## src/rtl/wishbone_arbiter_rr.sv

```systemverilog
// Two-master round-robin Wishbone arbiter in front of a single slave port.
// A master owns the bus for as long as it holds CYC. A watchdog returns ERR
// to the granted master if the slave leaves a strobe unanswered for too long.
module wishbone_arbiter_rr #(
  parameter int ADDR_W  = 32,
  parameter int DATA_W  = 32,
  parameter int TIMEOUT = 16
) (
  input  logic              clk_i,
  input  logic              rst_n_i,
  // master 0 (CPU core)
  input  logic [ADDR_W-1:0] m0_addr_i,
  input  logic [DATA_W-1:0] m0_data_i,
  input  logic              m0_we_i,
  input  logic              m0_stb_i,
  input  logic              m0_cyc_i,
  output logic [DATA_W-1:0] m0_data_o,
  output logic              m0_ack_o,
  output logic              m0_err_o,
  // master 1 (network interface)
  input  logic [ADDR_W-1:0] m1_addr_i,
  input  logic [DATA_W-1:0] m1_data_i,
  input  logic              m1_we_i,
  input  logic              m1_stb_i,
  input  logic              m1_cyc_i,
  output logic [DATA_W-1:0] m1_data_o,
  output logic              m1_ack_o,
  output logic              m1_err_o,
  // shared slave port
  output logic [ADDR_W-1:0] s_addr_o,
  output logic [DATA_W-1:0] s_data_o,
  output logic              s_we_o,
  output logic              s_stb_o,
  output logic              s_cyc_o,
  input  logic [DATA_W-1:0] s_data_i,
  input  logic              s_ack_i
);

  typedef enum logic [1:0] {
    IDLE = 2'd0,
    GNT0 = 2'd1,
    GNT1 = 2'd2
  } state_t;

  state_t state_reg, state_next;
  // Index of the master granted most recently; the other one wins a tie.
  logic last_grant_reg, last_grant_next;

  // Master inputs gathered into indexable form so the mux is written once.
  logic [ADDR_W-1:0] m_addr [2];
  logic [DATA_W-1:0] m_data [2];
  logic [1:0]        m_we;
  logic [1:0]        m_stb;
  logic [1:0]        m_cyc;

  assign m_addr[0] = m0_addr_i;
  assign m_addr[1] = m1_addr_i;
  assign m_data[0] = m0_data_i;
  assign m_data[1] = m1_data_i;
  assign m_we      = {m1_we_i,  m0_we_i};
  assign m_stb     = {m1_stb_i, m0_stb_i};
  assign m_cyc     = {m1_cyc_i, m0_cyc_i};

  logic [1:0] grant;
  logic       granted;
  logic       sel;
  logic       state_change;
  logic       timed_out;
  logic       wd_fire;

  assign grant        = {state_reg == GNT1, state_reg == GNT0};
  assign granted      = |grant;
  assign sel          = grant[1];
  assign state_change = (state_next != state_reg);

  // State and round-robin pointer registers.
  always_ff @(posedge clk_i or negedge rst_n_i) begin
    if (!rst_n_i) begin
      state_reg      <= IDLE;
      last_grant_reg <= 1'b1;
    end else begin
      state_reg      <= state_next;
      last_grant_reg <= last_grant_next;
    end
  end

  // Next-state: arbitrate only from IDLE, so every release costs one idle cycle.
  always_comb begin
    state_next      = state_reg;
    last_grant_next = last_grant_reg;
    case (state_reg)
      IDLE: begin
        if (m_cyc[0] && m_cyc[1]) begin
          state_next = last_grant_reg ? GNT0 : GNT1;
        end else if (m_cyc[0]) begin
          state_next = GNT0;
        end else if (m_cyc[1]) begin
          state_next = GNT1;
        end
      end
      GNT0: begin
        if (!m_cyc[0]) begin
          state_next      = IDLE;
          last_grant_next = 1'b0;
        end
      end
      GNT1: begin
        if (!m_cyc[1]) begin
          state_next      = IDLE;
          last_grant_next = 1'b1;
        end
      end
      default: begin
        state_next = IDLE;
      end
    endcase
  end

  // Slave port mux: granted master passes through, otherwise all zero.
  always_comb begin
    s_addr_o = '0;
    s_data_o = '0;
    s_we_o   = 1'b0;
    s_cyc_o  = 1'b0;
    s_stb_o  = 1'b0;
    if (granted) begin
      s_addr_o = m_addr[sel];
      s_data_o = m_data[sel];
      s_we_o   = m_we[sel];
      s_cyc_o  = m_cyc[sel];
      // A timed-out strobe is withheld until the master drops it.
      s_stb_o  = m_stb[sel] & ~timed_out;
    end
  end

  // Per-master response routing; a master not granted never sees ack or err.
  logic [1:0] m_ack;
  logic [1:0] m_err;

  genvar gi;
  generate
    for (gi = 0; gi < 2; gi++) begin : g_resp
      assign m_ack[gi] = grant[gi] & s_ack_i;
      assign m_err[gi] = grant[gi] & wd_fire;
    end
  endgenerate

  assign m0_ack_o  = m_ack[0];
  assign m1_ack_o  = m_ack[1];
  assign m0_err_o  = m_err[0];
  assign m1_err_o  = m_err[1];
  assign m0_data_o = s_data_i;
  assign m1_data_o = s_data_i;

  generate
    if (TIMEOUT > 0) begin : g_wd
      localparam int CNT_W = $clog2(TIMEOUT + 1);

      logic [CNT_W-1:0] count_reg, count_next;
      logic             timed_out_reg, timed_out_next;

      // Fires on the TIMEOUT-th consecutive unanswered strobe cycle; ACK wins.
      assign wd_fire = s_stb_o & ~s_ack_i & (count_reg == CNT_W'(TIMEOUT - 1));

      // Wait counter: runs only while a strobe is outstanding.
      always_comb begin
        count_next = '0;
        if (!state_change && s_stb_o && !s_ack_i && !wd_fire) begin
          count_next = count_reg + 1'b1;
        end
      end

      // Timed-out flag: set by the watchdog, cleared when the strobe or grant goes.
      always_comb begin
        timed_out_next = timed_out_reg;
        if (state_change) begin
          timed_out_next = 1'b0;
        end else if (wd_fire) begin
          timed_out_next = 1'b1;
        end else if (granted && !m_stb[sel]) begin
          timed_out_next = 1'b0;
        end
      end

      // Watchdog registers.
      always_ff @(posedge clk_i or negedge rst_n_i) begin
        if (!rst_n_i) begin
          count_reg     <= '0;
          timed_out_reg <= 1'b0;
        end else begin
          count_reg     <= count_next;
          timed_out_reg <= timed_out_next;
        end
      end

      assign timed_out = timed_out_reg;
    end else begin : g_no_wd
      assign wd_fire   = 1'b0;
      assign timed_out = 1'b0;
    end
  endgenerate

endmodule

```

## config.mk

```make
export PLATFORM = sky130hd
export DESIGN_NAME = wishbone_arbiter_rr
export DESIGN_NICKNAME = d
export VERILOG_FILES = /design/src/rtl/wishbone_arbiter_rr.sv
export SDC_FILE = /design/constraint.sdc
export NUM_CORES = 1
export LEC_CHECK = 0
export ABC_AREA = 1
export CORE_AREA = 2 2 118 120
export CTS_CLUSTER_SIZE = 20
export DETAILED_ROUTE_END_ITERATION = 8
export DIE_AREA = 0 0 120 122
export SLEW_MARGIN = 15
export SYNTH_ARGS = -nofsm -noshare
export SYNTH_HDL_FRONTEND = slang
export SYNTH_SLANG_ARGS = --single-unit
export TNS_END_PERCENT = 50
```

## constraint.sdc

```tcl
create_clock -name clk_i -period 3.1 [get_ports clk_i]
set_clock_uncertainty 0.1 [all_clocks]
set_input_delay 0.31 -clock clk_i [delete_from_list [all_inputs] [get_ports clk_i]]
set_output_delay 0.31 -clock clk_i [all_outputs]
set_load 0.03 [all_outputs]
```

* After elaboration in Yosys (flattened, before gate mapping)
Index checks and enable logic that the tools add are counted.
** Word-level totals
- Word-level logic and storage cells :: 68
- Flip-flop bits (word level) :: 9
- Output and inout bits :: 135
- Input port bits :: 169
** Cells by class
- Add/sub/neg operators :: 1
- Eq/ne operators :: 6
- Mux-type cells :: 31
- Reductions and logical operators :: 14
- Bitwise logic cells :: 10
- $lt $le $gt $ge :: 2
** Operators by type and width (number)
- $mux W32 :: 8
- $mux W1 :: 14
- $mux W2 :: 6
- $and A1 B1 Y1 :: 7
- $pmux W2 S3 :: 1
- $add A5 B1 Y5 const B :: 1
- $eq A5 B4 Y1 const B :: 1
- $logic_and A1 B1 Y1 :: 5
- $mux W5 :: 1
- $logic_not A1 Y1 :: 4
- $ne A2 B2 Y1 const B :: 2
- $reduce_and A3 Y1 :: 1
- $reduce_bool A3 Y1 :: 1
- $eq A2 B1 Y1 const B :: 1
- $eq A2 B2 Y1 const B :: 1
- $ge A2 B2 Y1 const B :: 1
- $logic_not A2 Y1 :: 1
- $lt A1 B2 Y1 const B :: 1
- $ne A2 B2 Y1 :: 1
- $not A1 Y1 :: 2
- $not A1 Y2 :: 1
- $pmux W1 S2 :: 1
- $reduce_bool A2 Y1 :: 1
- $reduce_or A2 Y1 :: 1

* Longest topological paths before layout
Gate-level depths: netlist of run 1.
- Depth in word-level cells :: 10
- Depth in mapped cells :: 13
- Mapped depth without buffers :: 12

* Least setup slack after synthesis of run 1
Ideal clock, no wire load.
- Path type :: flip-flop to output port
- Start point :: reg state_reg[0]
- End point :: out m0_err_o
- Cell stages (with the launch flop) :: 10
- Path buffers :: 1
- Data required time :: 2.690 ns
- Slack :: 0.795 ns
- Arrival time :: 1.895 ns
- Cell sequence :: dfrtp_1 > inv_1 > ha_1 > buf_6 > nand2_1 > nand2_2 > nand2_2 > nor2_4 > nand3b_1 > nor2_1
** On the way
- Word-level cells in the longest chain between the ends :: 8
- Elaborated cells on any way between the ends :: 10
- Those cells by class :: 2 x eq/ne; 3 x mux; 4 x bitwise; 1 x reduce/logical
** RTL lines
- start, declared :: line 45 : state_t state_reg, state_next;
- start signal, assigned :: line 82 : state_reg <= state_next;
- $eq A2 B2 Y1 :: line 71 : assign grant = {state_reg == GNT1, state_reg == GNT0};
- $mux W1 (not written as such) (2 in a row) :: line 132 : s_stb_o = m_stb[sel] & ~timed_out;
- $and A1 B1 Y1 :: line 132
- $mux W1 * :: line 126 : if (granted) begin
- net s_stb_o :: line 33 : output logic s_stb_o,
- $and A1 B1 Y1 * (2 in a row) :: line 163 : assign wd_fire = s_stb_o & ~s_ack_i & (count_reg == CNT_W'(TIMEOUT - 1));
- $and A1 B1 Y1 * :: line 144 : assign m_err[gi] = grant[gi] & wd_fire;
- end, declared :: line 19 : output logic m0_err_o,
The timed path passes the listed nets; every way through them passes the cells marked *. The select of a mux whose other input is x is not followed.

* Final worst setup path of run 1
- Start point :: reg state_reg[0]
- End point :: out s_we_o
** On the way
- Word-level cells in the longest chain between the ends :: 4
- Elaborated cells on any way between the ends :: 6
- Those cells by class :: 2 x eq/ne; 3 x mux; 1 x reduce/logical
** RTL lines
- $eq A2 B2 Y1 :: line 71
- $mux W1 (not written as such) (2 in a row) :: line 129 : s_we_o = m_we[sel];
- $mux W1 * :: line 126
- end, declared :: line 32 : output logic s_we_o,
Every way passes the cells marked *; elsewhere a longest branch is shown, timed or not. The select of a mux whose other input is x is not followed.

==> impl_metrics.tcl, run 1 <==
set metrics [dict create \
    portBuffers 207 \
    slowest_stage "ha_2" \
    netlist_area_sq_um 2033 \
    nets 669 \
    grt_pass1_wl_mm 12.54 \
    synth_seq_cells 9 \
    ant_nets 0 \
    slowest_delay_ps 590 \
    power_density_nw_per_um2 991.4 \
    max-cap-violations 0 \
    cts_buffer_depth 2 \
    synth.avg_cell_area_sq_um 5.617 \
    ys_seq_area_frac 0.1114 \
    grt_max_degree 37 \
    slew_headroom 0.5925 \
    rsz0062_at_grt "no" \
    area_growth_pct 84.62 \
    r2r_setup_slack_ps 850 \
    irDropWorstVdd_mv 0.3350 \
    coreArea_sq_um 13500 \
    p_int_mw 1.506 \
    die_area_sq_um 14640 \
    max_freq_mhz 366.5 \
    p_sw_mw 2.215 \
    num_rows 43 \
    grt_pass1_vias 2445 \
    clkSinkCount 9 \
    fp.dieW_microns 120 \
    ios 304 \
    synth_edf_count 0 \
    tns_ps 0 \
    antenna_found_initial 0 \
    worst_pin_slew_ps 611.2 \
    start_util 0.1506 \
    r2r_start "state_reg[0]" \
    antennaDiodeCount 0 \
    pwr-share-clk 0.060 \
    drtIter0Drc 105 \
    dr.pass1.iters 4 \
    gp_congestion 0.8647 \
    n_fill_cell 1496 \
    synth_area_leader_cell "nor2_1" \
    htreeDepth 1 \
    start_kind "register" \
    wl_per_cell_microns 13.14 \
    synth_top_area_frac 0.2529 \
    switching_share 0.5952 \
    arrival_ps 2320 \
    yosysWarningCount 0 \
    syn_inst 362 \
    finalMaxSlewViolations 0 \
    die_h_microns 122 \
    cts_tree "built" \
    fin_crit_ps 2729 \
    synth_ff_type "dfrtp_1" \
    vias 2664 \
    post_cts_resized 0 \
    r2r-end "g_wd.timed_out_reg" \
    overflow 0 \
    setup_violations 0 \
    routed_wl_mm 8.833 \
    p_comb_frac 0.895 \
    post-dp-hpwl_mm 7.302 \
    power_frac_seq 0.045 \
    insertion_delay_ps 230 \
    hold_viol 0 \
    cp.buffers_inverters 3 \
    critPathCaptureType "output port" \
    crit_fanout 35 \
    p_leak_nw 1.720 \
    finalCritPeriodShare 0.8803 \
    worstPathCellList "inv_1, ha_2, buf_4, o21ai_0, nor2_1, buf_12" \
    cts_root_buf "clkbuf_16" \
    vias_per_cell 3.964 \
    final_core_util 0.2780 \
    synth_cell_types 25 \
    clk_pin_slew_worst_paths_ps 40 \
    crit_type "register to output port" \
    rr_worst_depth 7 \
    syn_nets 538 \
    ys_top_cells_by_area "nor2_1 (25%), buf_4 (24%), o21ai_0 (17%)" \
    run_status "finished, final reports clean" \
    largest_register_ff_count 5 \
    cts_setup_buffers 0 \
    hold_path_class "primary input to async pin" \
    drc_errors 0 \
    grt_usage 0.1062 \
    async_flop_share 1.000 \
    required_ps 2690 \
    holdBufCountCts 0 \
    crit_family "buffers and inverters" \
    drive_gt1_frac 0.1789 \
    cts_buffers 3 \
]
logic make-up after synthesis:
logic type                 share of synthesized area
and+or+nand+nor                               0.3483
buffers and inverters                         0.3071
AOI/OAI and AO/OA                             0.1815
DFF                                           0.1114
adders and majority gates                    0.04307
xor gates and xnor gates                    0.008617
final cells by class:
type	instances	area [sq um]	share of cell area
well taps	180	225.2	0.06000
repair buffers	211	1979	0.5273
inverters	15	56.30	0.01500
clock buffers	4	78.83	0.02100
flip-flops and latches	9	226.5	0.06033
multi-input cells	253	1187	0.3163
power groups by stage:
stage	clock network (mW)	registers, mW	logic (mW)
2_1_floorplan	0	0.162	2.18
3_3_place_gp	0	0.165	3.31
3_5_place_dp	0	0.168	3.36
4_1_cts	0.228	0.167	3.37
5_1_grt	0.236	0.172	3.58
6_report	0.225	0.168	3.33
synthesized netlist by cell type, types with 5 or more instances:
cell      instances
inv_1            13
nor2_1          137
o21ai_0          70
clkbuf_1         17
buf_4            64
dfrtp_1           8
nand3_1           5
ha_1              7
nand2_1          20
metal layers:
| layer | up-vias | routed length, microns | global-route usage |
|---|---|---|---|
| met5 | - | 0 | 0 |
| met4 | 0 | 87 | 0.01838 |
| met3 | 11 | 896 | 0.03277 |
| met2 | 167 | 4595 | 0.2095 |
| met1 | 1151 | 3254 | 0.1106 |
| li1 | 1335 | - | - |
cell usage in the layout (no fill, tap or decap), drive strengths merged:
cell and instances:
clkdlybuf4s50 138, nor2 138, buf 73, o21ai 71, nand2 23, inv 15
dfrtp 8, ha 7, nand3 6, clkbuf 4, a21oi 2, and3 2
xor2 1, nor4 1, xnor2 1, nand3b 1, dfstp 1
metrics by stage:
step / worst slack [ps] / total power, mW / hold slack [ps] / instance area, sq um / cells
6_report: 371.2 / 3.721 / 280.5 / 3754 / 672
5_1_grt: 148.9 / 3.984 / 320.3 / 3754 / 672
4_1_cts: 305.5 / 3.768 / 297.4 / 3754 / 672
3_5_place_dp: 563.3 / 3.531 / 365.8 / 3675 / 668
3_3_place_gp: 661.9 / 3.477 / 342.1 / 3675 / 668
2_1_floorplan: 795.0 / 2.337 / -85.59 / 2033 / 362
worst max-delay path by stage:
| stage | startpoint | to | slack [ps] | cells past startpoint |
|---|---|---|---|---|
| 6_report | state_reg[0] | s_we_o | 370 | 6 |
| 5_1_grt | state_reg[0] | s_we_o | 150 | 6 |
| 4_1_cts | state_reg[0] | s_data_o[28] | 310 | 6 |
| 3_5_place_dp | state_reg[0] | s_data_o[28] | 560 | 6 |
| 3_3_place_gp | state_reg[0] | s_data_o[28] | 660 | 6 |
| 2_1_floorplan | state_reg[0] | m0_err_o | 790 | 9 |
Power figures use the tool's default switching activity.
==> run 2, diff against run 1 <==
--- a/config.mk
+++ b/config.mk
@@ -10,6 +10,7 @@
 export CTS_CLUSTER_SIZE = 20
 export DETAILED_ROUTE_END_ITERATION = 8
 export DIE_AREA = 0 0 120 122
+export PLACE_DENSITY_LB_ADDON = 0.08
 export SLEW_MARGIN = 15
 export SYNTH_ARGS = -nofsm -noshare
 export SYNTH_HDL_FRONTEND = slang
==> run 2 against run 1 <==
  * Setup slack gained 150 ps
  * Largest cell class unchanged
  * Sequential share of layout area is essentially flat
  * Non-clock buffer count did not move
  * Sequential power about the same
  * Via count is 2.2% lower
  * Clock-buffer cell count did not move
  * Die area is the same
  * Critical path depth grew 3
  * Combinational power increased by 2%
==> impl_metrics.tcl, run 2 (synthesis gave the netlist of run 1 again) <==
set metrics [dict create \
    overflow 0 \
    cts_buffer_depth 2 \
    final_core_util 0.2798 \
    hold_viol 0 \
    cp.buffers_inverters 2 \
    antennaDiodeCount 0 \
    worst_pin_slew_ps 480.5 \
    post-dp-hpwl_mm 7.763 \
    grt_pass1_vias 2519 \
    wl_per_cell_microns 14.55 \
    hold_path_class "primary input to async pin" \
    cts_setup_buffers 0 \
    ios 304 \
    p_comb_frac 0.897 \
    nets 669 \
    slowest_stage "ha_2" \
    holdBufCountCts 0 \
    cts_root_buf "clkbuf_16" \
    p_int_mw 1.538 \
    portBuffers 207 \
    cp_common_cell "nand2_2" \
    crit_type "register to output port" \
    finalMaxSlewViolations 0 \
    required_ps 2690 \
    fin_area_sq_um 3779 \
    fp.dieW_microns 120 \
    slowest_delay_ps 490 \
    dr.pass1.iters 4 \
    worstPathCellList "inv_1, ha_2, nand2_1, nand2_2, nand2_2, nor2_4, nand3b_1, nor2_1, buf_4" \
    grt_pass1_wl_mm 14.16 \
    n_fill_cell 1490 \
    vias_per_cell 3.876 \
    max-cap-violations 0 \
    finalCritPeriodShare 0.8320 \
    pwr-share-clk 0.059 \
    power_density_nw_per_um2 999.6 \
    clk_pin_slew_worst_paths_ps 40 \
    arrival_ps 2170 \
    largest_register_ff_count 5 \
    num_rows 43 \
    crit_fanout 25 \
    antenna_found_initial 0 \
    tns_ps 0 \
    drtIter0Drc 58 \
    die_h_microns 122 \
    max_freq_mhz 387.7 \
    p_leak_nw 1.727 \
    fin_crit_ps 2579 \
    multi_input_area_sq_um 1187 \
    run_status "finished, final reports clean" \
    switching_share 0.5929 \
    grt_usage 0.1219 \
    grt_max_degree 48 \
    clkSinkCount 9 \
    placed_area_sq_um 3700 \
    area_growth_pct 85.85 \
    p_sw_mw 2.240 \
    vias 2605 \
    die_area_sq_um 14640 \
    drive_gt1_frac 0.1789 \
    seq_area_sq_um 226.5 \
    drc_errors 0 \
    irDropWorstVdd_mv 0.3046 \
    slew_headroom 0.6797 \
    r2r_start "state_reg[0]" \
    startpoint "state_reg[0]" \
    critPathCaptureType "output port" \
    cts_buffers 3 \
    final_common_cell "clkdlybuf4s50_1" \
    crit_family "simple AND/OR/NAND/NOR gates" \
    final_cell_mix "clkdlybuf4s50_1 (138), nor2_1 (137), o21ai_0 (70), buf_4 (67), nand2_1 (20)" \
    ant_nets 0 \
    power_frac_seq 0.044 \
    routed_wl_mm 9.779 \
    post_cts_resized 0 \
    start_util 0.1506 \
    gp_congestion 0.7750 \
    start_kind "register" \
    coreArea_sq_um 13500 \
    setup_violations 0 \
    htreeDepth 1 \
    insertion_delay_ps 230 \
    cts_tree "built" \
    rsz0062_at_grt "no" \
]
==> run 2: cell counts in the layout (fill, tap and decap cells not counted) <==
Identical to the previous run, type by type.
==> run 2: final timing paths <==
path | endpoint | slack, ps | cells past startpoint
min reg2reg | g_wd.count_reg[0] | 360 | 1
max | m1_err_o | 520 | 9
min in group clk_i | g_wd.count_reg[0] | 360 | 1
max reg2reg | g_wd.count_reg[3] | 840 | 11
max in group asynchronous | last_grant_reg | 2300 | 1
min | g_wd.count_reg[0] | 280 | 1
==> run 2: area by class of cell <==
class	instances	area share
clock buffer	4	0.02086
tap	180	0.05960
timing repair buffer	211	0.5305
sequential	9	0.05993
inverter	15	0.01490
multi-input combinational	253	0.3142
==> run 2: stage by stage <==
step	std cells	hold slack [ps]	power (mW)	setup slack [ps]
detailed placement	668	361.6	3.622	673.1
finish	672	279.3	3.777	520.7
CTS	672	296.9	3.860	453.7
global route	672	318.1	4.082	307.9
global placement	668	355.5	3.624	749.3
floorplan	362	-85.59	2.337	795.0
==> run 2: per-layer routing <==
metal  up-vias  wire (microns)  track usage  part of all wire
met3        10             732      0.02060             0.075
met4         0             159      0.02647             0.016
met5         -               0            0                 0
met2       154            5321       0.2500              0.54
met1      1105            3565       0.1278              0.36
li1       1336               -            -                 -
==> run 2: power by group through the flow <==
stage	combinational, mW	sequential (mW)	clock, mW
after floorplan	2.18	0.162	0
final	3.39	0.168	0.223
after global routing	3.67	0.173	0.239
after global placement	3.46	0.168	0
after detailed placement	3.45	0.170	0
after CTS	3.46	0.168	0.229
